## src/rtl/mem_size_pkg.sv

```systemverilog
// Shared definitions for the load/store size paths of the multicycle CPU.
//   LS_*    : 2-bit size command encoding, identical on load and store sides
//   state_e : store_size_unit FSM state encoding
package mem_size_pkg;

    localparam logic [1:0] LS_BYTE = 2'b00;
    localparam logic [1:0] LS_HALF = 2'b01;
    localparam logic [1:0] LS_WORD = 2'b10;
    localparam logic [1:0] LS_INV  = 2'b11;

    typedef enum logic [1:0] {
        ST_IDLE  = 2'd0,
        ST_READ  = 2'd1,
        ST_WRITE = 2'd2
    } state_e;

endpackage

```

## src/rtl/store_merge.sv

```systemverilog
// Combinational merge of register data into a memory word for sized stores.
// Ports:
//   rd     in  32  word read back from memory
//   wd     in  32  register data being stored
//   cmd    in  2   size command (LS_BYTE / LS_HALF / LS_WORD)
//   merged out 32  word to write back
// Lanes are always the low byte/half; the address does not steer them.
module store_merge
    import mem_size_pkg::*;
(
    input  logic [31:0] rd,
    input  logic [31:0] wd,
    input  logic [1:0]  cmd,
    output logic [31:0] merged
);

    always_comb begin
        merged = wd;
        case (cmd)
            LS_BYTE: merged = {rd[31:8], wd[7:0]};
            LS_HALF: merged = {rd[31:16], wd[15:0]};
            default: merged = wd;
        endcase
    end

endmodule

```

## src/rtl/store_size_unit.sv

```systemverilog
// Store-side size unit: writes byte/half/word register data to memory.
// Word stores are written directly; byte/half stores read the word, merge
// the low lane(s) of the register data and write the result back.
// Ports:
//   clk        in   1       rising-edge clock
//   reset_n    in   1       asynchronous active-low reset
//   start      in   1       request, sampled only while idle
//   command    in   2       00 byte, 01 half, 10 word, 11 invalid
//   addr       in   ADDR_W  store address, latched on accept
//   wdata      in   32      register data, latched on accept
//   mem_rdata  in   32      memory read data (MEM_RD_LAT cycles after mem_addr)
//   mem_addr   out  ADDR_W  latched store address
//   mem_wr     out  1       memory write enable (one cycle)
//   mem_wdata  out  32      memory write data
//   busy       out  1       operation in progress
//   done       out  1       one-cycle completion pulse
//   err        out  1       with done: command was invalid
module store_size_unit
    import mem_size_pkg::*;
#(
    parameter int MEM_RD_LAT = 1,
    parameter int ADDR_W     = 32
) (
    input  logic              clk,
    input  logic              reset_n,
    input  logic              start,
    input  logic [1:0]        command,
    input  logic [ADDR_W-1:0] addr,
    input  logic [31:0]       wdata,
    input  logic [31:0]       mem_rdata,
    output logic [ADDR_W-1:0] mem_addr,
    output logic              mem_wr,
    output logic [31:0]       mem_wdata,
    output logic              busy,
    output logic              done,
    output logic              err
);

    // One spare bit so the counter can never wrap while waiting for read data.
    localparam int               CNT_W    = $clog2(MEM_RD_LAT + 1) + 1;
    localparam logic [CNT_W-1:0] CNT_LAST = CNT_W'(MEM_RD_LAT);

    state_e            state_q, state_d;
    logic [CNT_W-1:0]  cnt_q, cnt_d;
    logic [ADDR_W-1:0] addr_q, addr_d;
    logic [31:0]       wdata_q, wdata_d;
    logic [1:0]        cmd_q, cmd_d;
    logic [31:0]       mem_wdata_q, mem_wdata_d;
    logic              done_q, done_d;
    logic              err_q, err_d;
    logic [31:0]       merged;

    store_merge u_merge (
        .rd     (mem_rdata),
        .wd     (wdata_q),
        .cmd    (cmd_q),
        .merged (merged)
    );

    always_comb begin
        state_d     = state_q;
        cnt_d       = cnt_q;
        addr_d      = addr_q;
        wdata_d     = wdata_q;
        cmd_d       = cmd_q;
        mem_wdata_d = mem_wdata_q;
        done_d      = 1'b0;
        err_d       = 1'b0;

        case (state_q)
            ST_IDLE: begin
                if (start) begin
                    addr_d  = addr;
                    wdata_d = wdata;
                    cmd_d   = command;
                    case (command)
                        LS_WORD: begin
                            state_d     = ST_WRITE;
                            mem_wdata_d = wdata;
                        end
                        LS_BYTE, LS_HALF: begin
                            state_d = ST_READ;
                            cnt_d   = '0;
                        end
                        default: begin
                            // Invalid size: report immediately, never touch memory.
                            done_d = 1'b1;
                            err_d  = 1'b1;
                        end
                    endcase
                end
            end
            ST_READ: begin
                cnt_d = cnt_q + CNT_W'(1);
                // Read data is valid exactly when the counter reaches the latency.
                if (cnt_q == CNT_LAST) begin
                    mem_wdata_d = merged;
                    state_d     = ST_WRITE;
                end
            end
            ST_WRITE: begin
                state_d = ST_IDLE;
                done_d  = 1'b1;
            end
            default: state_d = ST_IDLE;
        endcase
    end

    always_ff @(posedge clk or negedge reset_n) begin
        if (!reset_n) begin
            state_q     <= ST_IDLE;
            cnt_q       <= '0;
            addr_q      <= '0;
            wdata_q     <= '0;
            cmd_q       <= '0;
            mem_wdata_q <= '0;
            done_q      <= 1'b0;
            err_q       <= 1'b0;
        end else begin
            state_q     <= state_d;
            cnt_q       <= cnt_d;
            addr_q      <= addr_d;
            wdata_q     <= wdata_d;
            cmd_q       <= cmd_d;
            mem_wdata_q <= mem_wdata_d;
            done_q      <= done_d;
            err_q       <= err_d;
        end
    end

    // Decoded from state so a reset mid-write removes the strobe at once.
    assign mem_wr    = (state_q == ST_WRITE);
    assign busy      = (state_q != ST_IDLE);
    assign mem_addr  = addr_q;
    assign mem_wdata = mem_wdata_q;
    assign done      = done_q;
    assign err       = err_q;

endmodule

```

## config.mk

```make
export PLATFORM = sky130hd
export DESIGN_NAME = store_size_unit
export DESIGN_NICKNAME = d
export VERILOG_FILES = /design/src/rtl/mem_size_pkg.sv /design/src/rtl/store_merge.sv /design/src/rtl/store_size_unit.sv
export SDC_FILE = /design/constraint.sdc
export NUM_CORES = 1
export LEC_CHECK = 0
export BUFFER_PORTS_ARGS = -buffer_cell sky130_fd_sc_hd__buf_4
export CAP_MARGIN = 15
export CORE_ASPECT_RATIO = 0.5
export CORE_MARGIN = 1
export CORE_UTILIZATION = 45
export DETAILED_ROUTE_END_ITERATION = 10
export PLACE_DENSITY_LB_ADDON = 0.2
export RECOVER_POWER = 50
export SYNTH_ARGS = -nofsm -noshare
export SYNTH_HDL_FRONTEND = slang
export SYNTH_SLANG_ARGS = --single-unit
```

## constraint.sdc

```tcl
create_clock -name clk -period 1.7 [get_ports clk]
set_input_delay 0.17 -clock clk [delete_from_list [all_inputs] [get_ports clk]]
set_output_delay 0.17 -clock clk [all_outputs]
set_load 0.1 [all_outputs]
```

==> results.ini <==
[outcome]
status=completed

[flow_run]
cap_violations=0

[timing]
worst_pin_slew_ns=0.8634
rsz0062_at_grt=true
report.final.slew_viol_count=0
setup_violations=0
slew_headroom=0.4244
hold_violations=0
post-route-period-util=0.9732
finClkSkew_ns=0.006191
fin_crit_ns=1.654
fmax_mhz=604.4
fin_tns_setup_ns=0

[worst_setup_path]
end_kind=flip-flop
cp.required_ns=1.93
cp_top_family=multiplexers
path_common_cell=buf_4
crit_fanout=11
worst-path-buf-inv=2
startpoint_type=flip-flop
slowest_stage=dfrtp_2
reg2reg_depth=5
crit_type=flip-flop to flip-flop
crit-reg2reg-launch=state_q[1]
reg2reg_setup_slack_ns=0.05
crit_path_max_incr_delay_ns=0.42
cp.arrival_ns=1.89
rr_endpoint=mem_wdata[20]
cp_cell_sequence=buf_4 -> nor2b_2 -> buf_4 -> mux2_1 -> mux2_4

[global_route]
grt_max_degree=39
overflow=0
grt_pass1_wl_um=16100
grt_usage=0.1886
grt_pass1_vias=3300
antenna_found_initial=0

[clock_network]
numClockSinks=104
clockBufferDepth=2
htreeDepth=3
path_clk_slew_ns=0.07
clock_latency_ns=0.34
cts_inserted_buffers=9
tritoncts=built
root_buffer=clkbuf_16

[placed_design]
dp_cells=614
post-dp-hpwl_um=7083
port_buffers=160
finalWeightedCongestion=0.7110

[drt]
wire_per_inst_um=15.92
top_layer=met4
vias_per_cell=5.014
wirelength_um=10060
met3_length_um=703
drt-met1-wl_um=4532
routed-wl-met2_um=4747
first_iter_violations=122
vias=3169
antenna_left=0
drc=0
firstDrtPassIters=4

[final_layout]
drive_gt1_frac=0.6545
diodes=0
final_cell_mix=buf_4 (144), dfrtp_1 (102), mux2_2 (89)
final_common_cell=buf_4
final_cell_count_no_fill=632
nNetsFinal=589
synthToLayoutAreaGrowth_pct=35.36

[synth]
synth.avg_cell_area_um2=15.04
syn-num-nets=420
synth.ff_latch_count=104
yosys_warnings=0
ys_seq_area_frac=0.5441
syn_inst=318
syn_area_um2=4783
ys_types=27

[floorplanning]
die_y_um=74.91
fp.dieW_um=147.8
fp-row-count=26
core_um2=10280
initial_core_util=0.4653
die_area_um2=11070
io_pins=169

[hold_path]
min_to=mem_addr[8]
hp-class=primary input to flip-flop
holdPathStages=2
hp-start=addr[8]

==> per-stage QoR <==
stage                     instance area [um2]    util  setup WS (ns)  hold slack (ns)
after floorplan                          4786       -        0.02421          -0.1256
after CTS                                6561  0.6383        0.01275          0.04308
after global routing                     6475  0.6299       -0.02776          0.04108
final                                    6475  0.6299        0.04555          0.05644
after detailed placement                 6221  0.6052        0.03277           0.1623
after global placement                   6221  0.6052        0.02851           0.1643
==> logic make-up (layout without fill, tap and decap cells) <==
kind of cell,Yosys count,in the layout,share of synthesized area
simple gates,12,12,0.01674
mux,131,131,0.3325
fa+ha+maj,1,1,0.002615
compound gates,37,37,0.05938
flops,104,104,0.5441
buf+inv,33,207,0.04473
==> worst max path at each step <==
stage	start	end	slack [ns]	cells past startpoint
floorplan	state_q[1]	mem_wr	0.02	2
global placement	state_q[0]	mem_wdata[17]	0.03	4
detailed placement	state_q[0]	mem_wdata[18]	0.03	4
CTS	state_q[1]	busy	0.01	4
global route	state_q[1]	mem_wdata[1]	-0.03	5
finish	state_q[1]	mem_wdata[20]	0.05	5
==> repair_timing <==
item | CTS | global route
setup endpoints to repair | 2 | 9
resized for setup | 6 | 1
endpoints found under the hold margin | 32 | 0
buffers inserted | 1 | 0
hold buffers | 1 | 0
==> routing by layer <==
layer	up-vias	track usage
li1	1480	-
met1	1587	0.2427
met2	94	0.3077
met3	8	0.06606
met4	0	0.05269
met5	-	0
==> sequential cells by signal, indices dropped and copies added, names as in the netlist <==
register / cells
mem_wdata: 32
done: 1
state_q: 2
wdata_q: 32
cnt_q: 2
cmd_q: 2
mem_addr: 32
err: 1
==> final cells by class <==
cell class | count | area [um2]
Inverter | 11 | 41.29
Multi-Input combinational cell | 181 | 1981
Clock inverter | 7 | 78.83
Clock buffer | 9 | 225.2
Timing Repair Buffer | 180 | 1369
Sequential cell | 104 | 2605
Tap cell | 140 | 175.2
Fill cell | 829 | 3805
==> synth_stat cells (all sizes together) <==
library cell	n	area, um2
mux2	130	1580
dfrtp	104	2603
buf	18	157.7
inv	11	41.29
a211oi	8	60.06
o21a	8	60.06
o21bai	8	60.06
o32ai	8	70.07
clkbuf	4	15.01
nor2	3	11.26
nand2b	2	12.51
nor2b	2	12.51
o22ai	2	12.51
a21oi	1	5.000
a31oi	1	6.260
and2	1	6.260
and3	1	6.260
and4bb	1	12.51
ha	1	12.51
mux2i	1	10.01
nor3b	1	12.51
o21ba	1	10.01
or2	1	6.260
Power is not shown: default switching activity piles up to over one toggle a cycle in this logic, so the estimate is an artifact.
